--- src/rtl/store_merge_rmw_if.sv ---
// +-------------------------------------------------------------------------+
// | store_merge_rmw_if : request, store-operand and data-memory bundle        |
// |                      for store_merge_rmw                                  |
// | Revision 1.0                                                              |
// +-------------------------------------------------------------------------+
`default_nettype none

interface store_merge_rmw_if;
  logic        start;
  logic [31:0] instrucao;
  logic [2:0]  addr_lo;
  logic [63:0] Dadoreg;
  logic        mem_rd_req;
  logic [63:0] mem_rd_data;
  logic        mem_rd_valid;
  logic        mem_wr_req;
  logic [63:0] mem_wr_data;
  logic        mem_wr_ack;
  logic        busy;
  logic        done;
  logic        misaligned;
  logic        illegal;

  // master: control unit plus data memory; slave: the store merge block
  modport master (
    output start, instrucao, addr_lo, Dadoreg, mem_rd_data, mem_rd_valid, mem_wr_ack,
    input  mem_rd_req, mem_wr_req, mem_wr_data, busy, done, misaligned, illegal
  );

  modport slave (
    input  start, instrucao, addr_lo, Dadoreg, mem_rd_data, mem_rd_valid, mem_wr_ack,
    output mem_rd_req, mem_wr_req, mem_wr_data, busy, done, misaligned, illegal
  );
endinterface

`default_nettype wire

--- src/rtl/store_merge_rmw.sv ---
// +-------------------------------------------------------------------------+
// | store_merge_rmw : sizes sb/sh/sw/sd store data into a 64-bit doubleword  |
// |                   using read-modify-write for sub-doubleword stores.     |
// |                   Optional alignment check: STORE_ALIGN_CHECK_EN         |
// | Revision 1.0                                                              |
// +-------------------------------------------------------------------------+
`default_nettype none

module store_merge_rmw (
  input  wire logic           clk,
  input  wire logic           reset_n,
  store_merge_rmw_if.slave    bus
);

  typedef enum logic [2:0] {
    S_IDLE  = 3'd0,
    S_READ  = 3'd1,
    S_MERGE = 3'd2,
    S_WRITE = 3'd3,
    S_DONE  = 3'd4,
    S_ERR   = 3'd5
  } state_t;

  state_t      r_state;
  logic [2:0]  r_funct3;
  logic [2:0]  r_addr;
  logic [31:0] r_data;
  logic [63:0] r_rd_data;

  logic [2:0]  w_funct3;
  logic        w_illegal;
  logic        w_misaligned;
  logic [7:0]  w_lane_en;
  logic [63:0] w_lane_data;
  logic [63:0] w_merged;
  logic        w_unused;

  assign w_funct3  = bus.instrucao[14:12];
  assign w_illegal = (bus.instrucao[6:0] != 7'b0100011) || (w_funct3 > 3'b011);
  assign w_unused  = &{1'b0, bus.instrucao[31:15], bus.instrucao[11:7]};

`ifdef STORE_ALIGN_CHECK_EN
  always_comb begin
    w_misaligned = 1'b0;
    case (w_funct3)
      3'b001:  w_misaligned = bus.addr_lo[0];
      3'b010:  w_misaligned = (bus.addr_lo[1:0] != 2'b00);
      3'b011:  w_misaligned = (bus.addr_lo != 3'b000);
      default: w_misaligned = 1'b0;
    endcase
  end
`else
  assign w_misaligned = 1'b0;
`endif

  // Low offset bits below the access size drop out of the lane shifts
  always_comb begin
    w_lane_en   = 8'h00;
    w_lane_data = {2{r_data}};
    case (r_funct3)
      3'b000: begin
        w_lane_en   = 8'h01 << r_addr;
        w_lane_data = {8{r_data[7:0]}};
      end
      3'b001: begin
        w_lane_en   = 8'h03 << {r_addr[2:1], 1'b0};
        w_lane_data = {4{r_data[15:0]}};
      end
      3'b010: begin
        w_lane_en   = 8'h0F << {r_addr[2], 2'b00};
        w_lane_data = {2{r_data}};
      end
      default: w_lane_en = 8'h00;
    endcase
    w_merged = r_rd_data;
    for (int k = 0; k < 8; k++) begin
      if (w_lane_en[k]) w_merged[8*k +: 8] = w_lane_data[8*k +: 8];
    end
  end

  always_ff @(posedge clk or negedge reset_n) begin
    if (!reset_n) begin
      r_state         <= S_IDLE;
      r_funct3        <= 3'b000;
      r_addr          <= 3'b000;
      r_data          <= 32'h0;
      r_rd_data       <= 64'h0;
      bus.mem_rd_req  <= 1'b0;
      bus.mem_wr_req  <= 1'b0;
      bus.mem_wr_data <= 64'h0;
      bus.busy        <= 1'b0;
      bus.done        <= 1'b0;
      bus.misaligned  <= 1'b0;
      bus.illegal     <= 1'b0;
    end else begin
      bus.done       <= 1'b0;
      bus.misaligned <= 1'b0;
      bus.illegal    <= 1'b0;
      case (r_state)
        S_IDLE: begin
          if (bus.start) begin
            r_funct3 <= w_funct3;
            r_addr   <= bus.addr_lo;
            r_data   <= bus.Dadoreg[31:0];
            bus.busy <= 1'b1;
            if (w_illegal) begin
              bus.illegal <= 1'b1;
              r_state     <= S_ERR;
            end else if (w_misaligned) begin
              bus.misaligned <= 1'b1;
              r_state        <= S_ERR;
            end else if (w_funct3 == 3'b011) begin
              // sd replaces the whole doubleword, so the read is skipped
              bus.mem_wr_req  <= 1'b1;
              bus.mem_wr_data <= bus.Dadoreg;
              r_state         <= S_WRITE;
            end else begin
              bus.mem_rd_req <= 1'b1;
              r_state        <= S_READ;
            end
          end
        end
        S_READ: begin
          if (bus.mem_rd_valid) begin
            r_rd_data      <= bus.mem_rd_data;
            bus.mem_rd_req <= 1'b0;
            r_state        <= S_MERGE;
          end
        end
        S_MERGE: begin
          bus.mem_wr_data <= w_merged;
          bus.mem_wr_req  <= 1'b1;
          r_state         <= S_WRITE;
        end
        S_WRITE: begin
          if (bus.mem_wr_ack) begin
            bus.mem_wr_req <= 1'b0;
            bus.done       <= 1'b1;
            r_state        <= S_DONE;
          end
        end
        S_DONE, S_ERR: begin
          bus.busy <= 1'b0;
          r_state  <= S_IDLE;
        end
        default: begin
          bus.mem_rd_req <= 1'b0;
          bus.mem_wr_req <= 1'b0;
          bus.busy       <= 1'b0;
          r_state        <= S_IDLE;
        end
      endcase
    end
  end

endmodule

`default_nettype wire

--- src/flat_wrapper.sv ---
// flat-port wrapper written by rule: the top's interface ports become plain ports
module store_merge_rmw_flat 
  (clk, reset_n, bus_start, bus_instrucao, bus_addr_lo, bus_Dadoreg, bus_mem_rd_data, bus_mem_rd_valid, bus_mem_wr_ack, bus_mem_rd_req, bus_mem_wr_req, bus_mem_wr_data, bus_busy, bus_done, bus_misaligned, bus_illegal);
  store_merge_rmw_if bus_i ();
  input  wire logic clk;
  input  wire logic reset_n;
  input wire logic [$bits(bus_i.start)-1:0] bus_start;
  input wire logic [$bits(bus_i.instrucao)-1:0] bus_instrucao;
  input wire logic [$bits(bus_i.addr_lo)-1:0] bus_addr_lo;
  input wire logic [$bits(bus_i.Dadoreg)-1:0] bus_Dadoreg;
  input wire logic [$bits(bus_i.mem_rd_data)-1:0] bus_mem_rd_data;
  input wire logic [$bits(bus_i.mem_rd_valid)-1:0] bus_mem_rd_valid;
  input wire logic [$bits(bus_i.mem_wr_ack)-1:0] bus_mem_wr_ack;
  output wire logic [$bits(bus_i.mem_rd_req)-1:0] bus_mem_rd_req;
  output wire logic [$bits(bus_i.mem_wr_req)-1:0] bus_mem_wr_req;
  output wire logic [$bits(bus_i.mem_wr_data)-1:0] bus_mem_wr_data;
  output wire logic [$bits(bus_i.busy)-1:0] bus_busy;
  output wire logic [$bits(bus_i.done)-1:0] bus_done;
  output wire logic [$bits(bus_i.misaligned)-1:0] bus_misaligned;
  output wire logic [$bits(bus_i.illegal)-1:0] bus_illegal;
  assign bus_i.start = bus_start;
  assign bus_i.instrucao = bus_instrucao;
  assign bus_i.addr_lo = bus_addr_lo;
  assign bus_i.Dadoreg = bus_Dadoreg;
  assign bus_i.mem_rd_data = bus_mem_rd_data;
  assign bus_i.mem_rd_valid = bus_mem_rd_valid;
  assign bus_i.mem_wr_ack = bus_mem_wr_ack;
  assign bus_mem_rd_req = bus_i.mem_rd_req;
  assign bus_mem_wr_req = bus_i.mem_wr_req;
  assign bus_mem_wr_data = bus_i.mem_wr_data;
  assign bus_busy = bus_i.busy;
  assign bus_done = bus_i.done;
  assign bus_misaligned = bus_i.misaligned;
  assign bus_illegal = bus_i.illegal;
  store_merge_rmw u_core (.clk(clk), .reset_n(reset_n), .bus(bus_i));
endmodule
--- config.mk ---
export PLATFORM = sky130hd
export DESIGN_NAME = store_merge_rmw_flat
export DESIGN_NICKNAME = d
export VERILOG_FILES = /design/src/rtl/store_merge_rmw_if.sv /design/src/rtl/store_merge_rmw.sv /design/src/flat_wrapper.sv
export SDC_FILE = /design/constraint.sdc
export NUM_CORES = 1
export LEC_CHECK = 0
export BUFFER_PORTS_ARGS = -buffer_cell sky130_fd_sc_hd__buf_4
export CORE_UTILIZATION = 55
export DETAILED_ROUTE_END_ITERATION = 8
export PLACE_DENSITY = 0.83
export SLEW_MARGIN = 20
export SYNTH_ARGS = -nofsm -noshare
export SYNTH_HDL_FRONTEND = slang
export SYNTH_SLANG_ARGS = --single-unit
--- constraint.sdc ---
create_clock -name clk -period 3.38 [get_ports clk]
set_input_delay 0.169 -clock clk [delete_from_list [all_inputs] [get_ports clk]]
set_output_delay 0.169 -clock clk [all_outputs]
set_load 0.01 [all_outputs]
==> results.toml <==
[sta]
layout_min_cycle_time_ns = 2.64
skew_ns = 0.0150
setup_tns_ns = 0
setup_viol = 0
hold_viol = 0
post-route-period-util_pct = 78.0
relSlewSlack_pct = 45.1
fin_ws_ns = 0.743
slew_violations = 0
worst_pin_slew_ns = 0.820
grt_setup_unrepaired = "false"
max_freq_mhz = 379

[place]
place_congestion = 0.811
pre_cts_slack_ns = 0.784
io_buffers = 214
post-dp-hpwl_um = 16000
place_inst = 1005

[drt]
vias_per_cell = 6.26
ant_nets = 0
dr.pass1.iters = 8
detail_route.wl_per_cell_um = 23.9
wl_um = 28000
drt_iter0_markers = 569
drc = 24
dr_total_vias = 7326

[run]
drv_cap = 0

[logic_synthesis]
synthTopCellsByArea = "dfrtp_1, mux2_2, a221o_1"
yosysWarnings = 0
synth.distinct_cells = 46
synth_edf_count = 0
synth_flop_cell = "dfrtp_1"
synth_nets = 815
avgSynthCellArea_um2 = 12.9
synth-seq-cells = 174
syn-cell-area_um2 = 8330
syn_inst = 645
synth_top_area_share_pct = 52.3
yosysTopAreaCell = "dfrtp_1"
postSynth.asyncResetShare_pct = 100
seq_area_frac_synth_pct = 52.3

[worst_setup_path]
regToRegStartpoint = "u_core.r_state[1]"
required_ns = 3.68
critical_path_arrival_ns = 2.94
crit_path_end_kind = "flop"
cp-startpoint = "u_core.r_state[1]"
cp_max_fo = 42
critPathLaunchType = "flop"
worst-setup-path-type = "reg -> reg"

[clock_tree]
cts_buffer_depth = 2
htreeDepth = 4
postCtsSetupRepairBufs = 0
ctsRootBufferMaster = "clkbuf_16"
clk_latency_ns = 0.44
cts_tree = "done"
cts_buffers = 17
clkSlewWorstSetupHoldPaths_ns = 0.06
clock_sinks = 174
ctsResizeCount = 0

[pwr]
power_mw = 10.8
ir_worst_vdd_uv = 606
p_leak_nw = 5.62
power_density_nw_per_um2 = 903

[grt]
grt.total_usage_pct = 36.5
grt_max_degree = 65
grt.overflow.total = 0
grt_pass1_vias = 7991
grt_pass1_wl_um = 43200
antenna_found_initial = 1

[die]
die-area_um2 = 15600
start_util_pct = 56.9
die_h_um = 125
coreArea_um2 = 14600
io_pins = 238
die_x_um = 125
row_count = 44

[run_status]
violations = "DRC"
outcome = "finished with violations"

[min_path]
hp-class = "in -> reg"
worstHoldStart = "bus_start"

[finish]
drive_gt1_share_pct = 42.4
area_delta_synth_final_pct = 44.2
fillers = 741
layout_common_cells = "buf_4, dfrtp_1, mux2_2"
fin_nets = 1143
final_cells = 1171
final_common_cell = "buf_4"
==> per-layer routing <==
layer / global-route usage (%) / vias to the layer above / wire length (µm)
li1: - / 3096 / -
met1: 41.5 / 3667 / 10200
met2: 63.9 / 454 / 14500
met3: 8.60 / 109 / 2000
met4: 19.4 / 0 / 1250
met5: 0 / - / 0
==> cell type report <==
type / count / area [µm²] / area share [%]
inverter: 11 / 41.3 / 0.344
tap: 184 / 230 / 1.92
timing repair buffer: 364 / 3080 / 25.7
multi-input combinational: 405 / 3690 / 30.7
clock inverter: 10 / 135 / 1.13
sequential: 174 / 4350 / 36.3
antenna: 1 / 2.50 / 0.0208
clock buffer: 22 / 474 / 3.95
==> per-stage QoR <==
step	utilization (%)	instance area (µm²)	hold slack (ns)
after global placement	68.7	10100	0.176
after global routing	82.0	12000	0.0210
final	82.0	12000	0.0171
after floorplan	-	8330	-0.127
after detailed placement	68.7	10100	0.192
after CTS	82.0	12000	0.00532
==> repair_timing <==
action / in CTS / in global routing
hold buffers: 133 / 0
setup endpoints to repair: 0 / 0
endpoints found under the hold margin: 222 / 0
==> cells in the mapped netlist, drive strengths merged, types with 3 or more instances <==
| library cell | instances |
|---|---|
| a211oi | 9 |
| a21oi | 5 |
| a221o | 64 |
| a31oi | 9 |
| and2 | 4 |
| and3 | 58 |
| buf | 33 |
| clkbuf | 22 |
| dfrtp | 174 |
| inv | 11 |
| mux2 | 150 |
| mux2i | 28 |
| nand2 | 11 |
| nand3 | 4 |
| nor2 | 9 |
| nor2b | 3 |
| nor3 | 3 |
| nor4b | 3 |
| o21ai | 24 |
==> registers in the layout, summed over array words and instances (netlist names) <==
register                flops
u_core.bus.mem_rd_req       1
u_core.r_funct3             3
u_core.r_state              3
u_core.r_data              32
u_core.bus.mem_wr_data     64
u_core.r_addr               3
u_core.r_rd_data           64
u_core.bus.done             1
u_core.bus.busy             1
u_core.bus.illegal          1
u_core.bus.mem_wr_req       1
==> cells by family after synthesis <==
logic type                 after synthesis  synth area share, %
muxes                                  178                 23.7
DFF                                    174                 52.3
adders and majority gates                2                0.301
and+or+nand+nor                        110                 8.76
other                                    1               0.0450
buffers and inverters                   66                 3.62
AOI/OAI and AO/OA                      114                 11.2
==> critical path, cell delays in order, from the launching register on <==
cell     delay (ns)
dfrtp_1        0.55
inv_1          0.19
or3_2          0.86
buf_4          0.37
and3_1         0.21
a221o_1        0.29
==> path summary, 6_finish.rpt <==
| kind | cells after the start | slack, ns | endpoint |
|---|---|---|---|
| max | 5 | 0.74 | u_core.bus.mem_wr_data[5] |
| min reg2reg | 1 | 0.51 | u_core.r_rd_data[1] |
| min | 3 | 0.02 | u_core.bus.busy |
| max in group asynchronous | 3 | 2.03 | u_core.r_data[2] |
| min in group asynchronous | 2 | 0.30 | u_core.r_rd_data[58] |
| max reg2reg | 5 | 0.74 | u_core.bus.mem_wr_data[5] |
==> report_power, final <==
part	internal, mW	total [mW]	switching [mW]
clock network	1.22	2.06	0.841
logic	2.59	4.83	2.24
registers	3.09	3.94	0.848
total	6.91	10.8	3.93
Power figures use the tool's default switching activity.
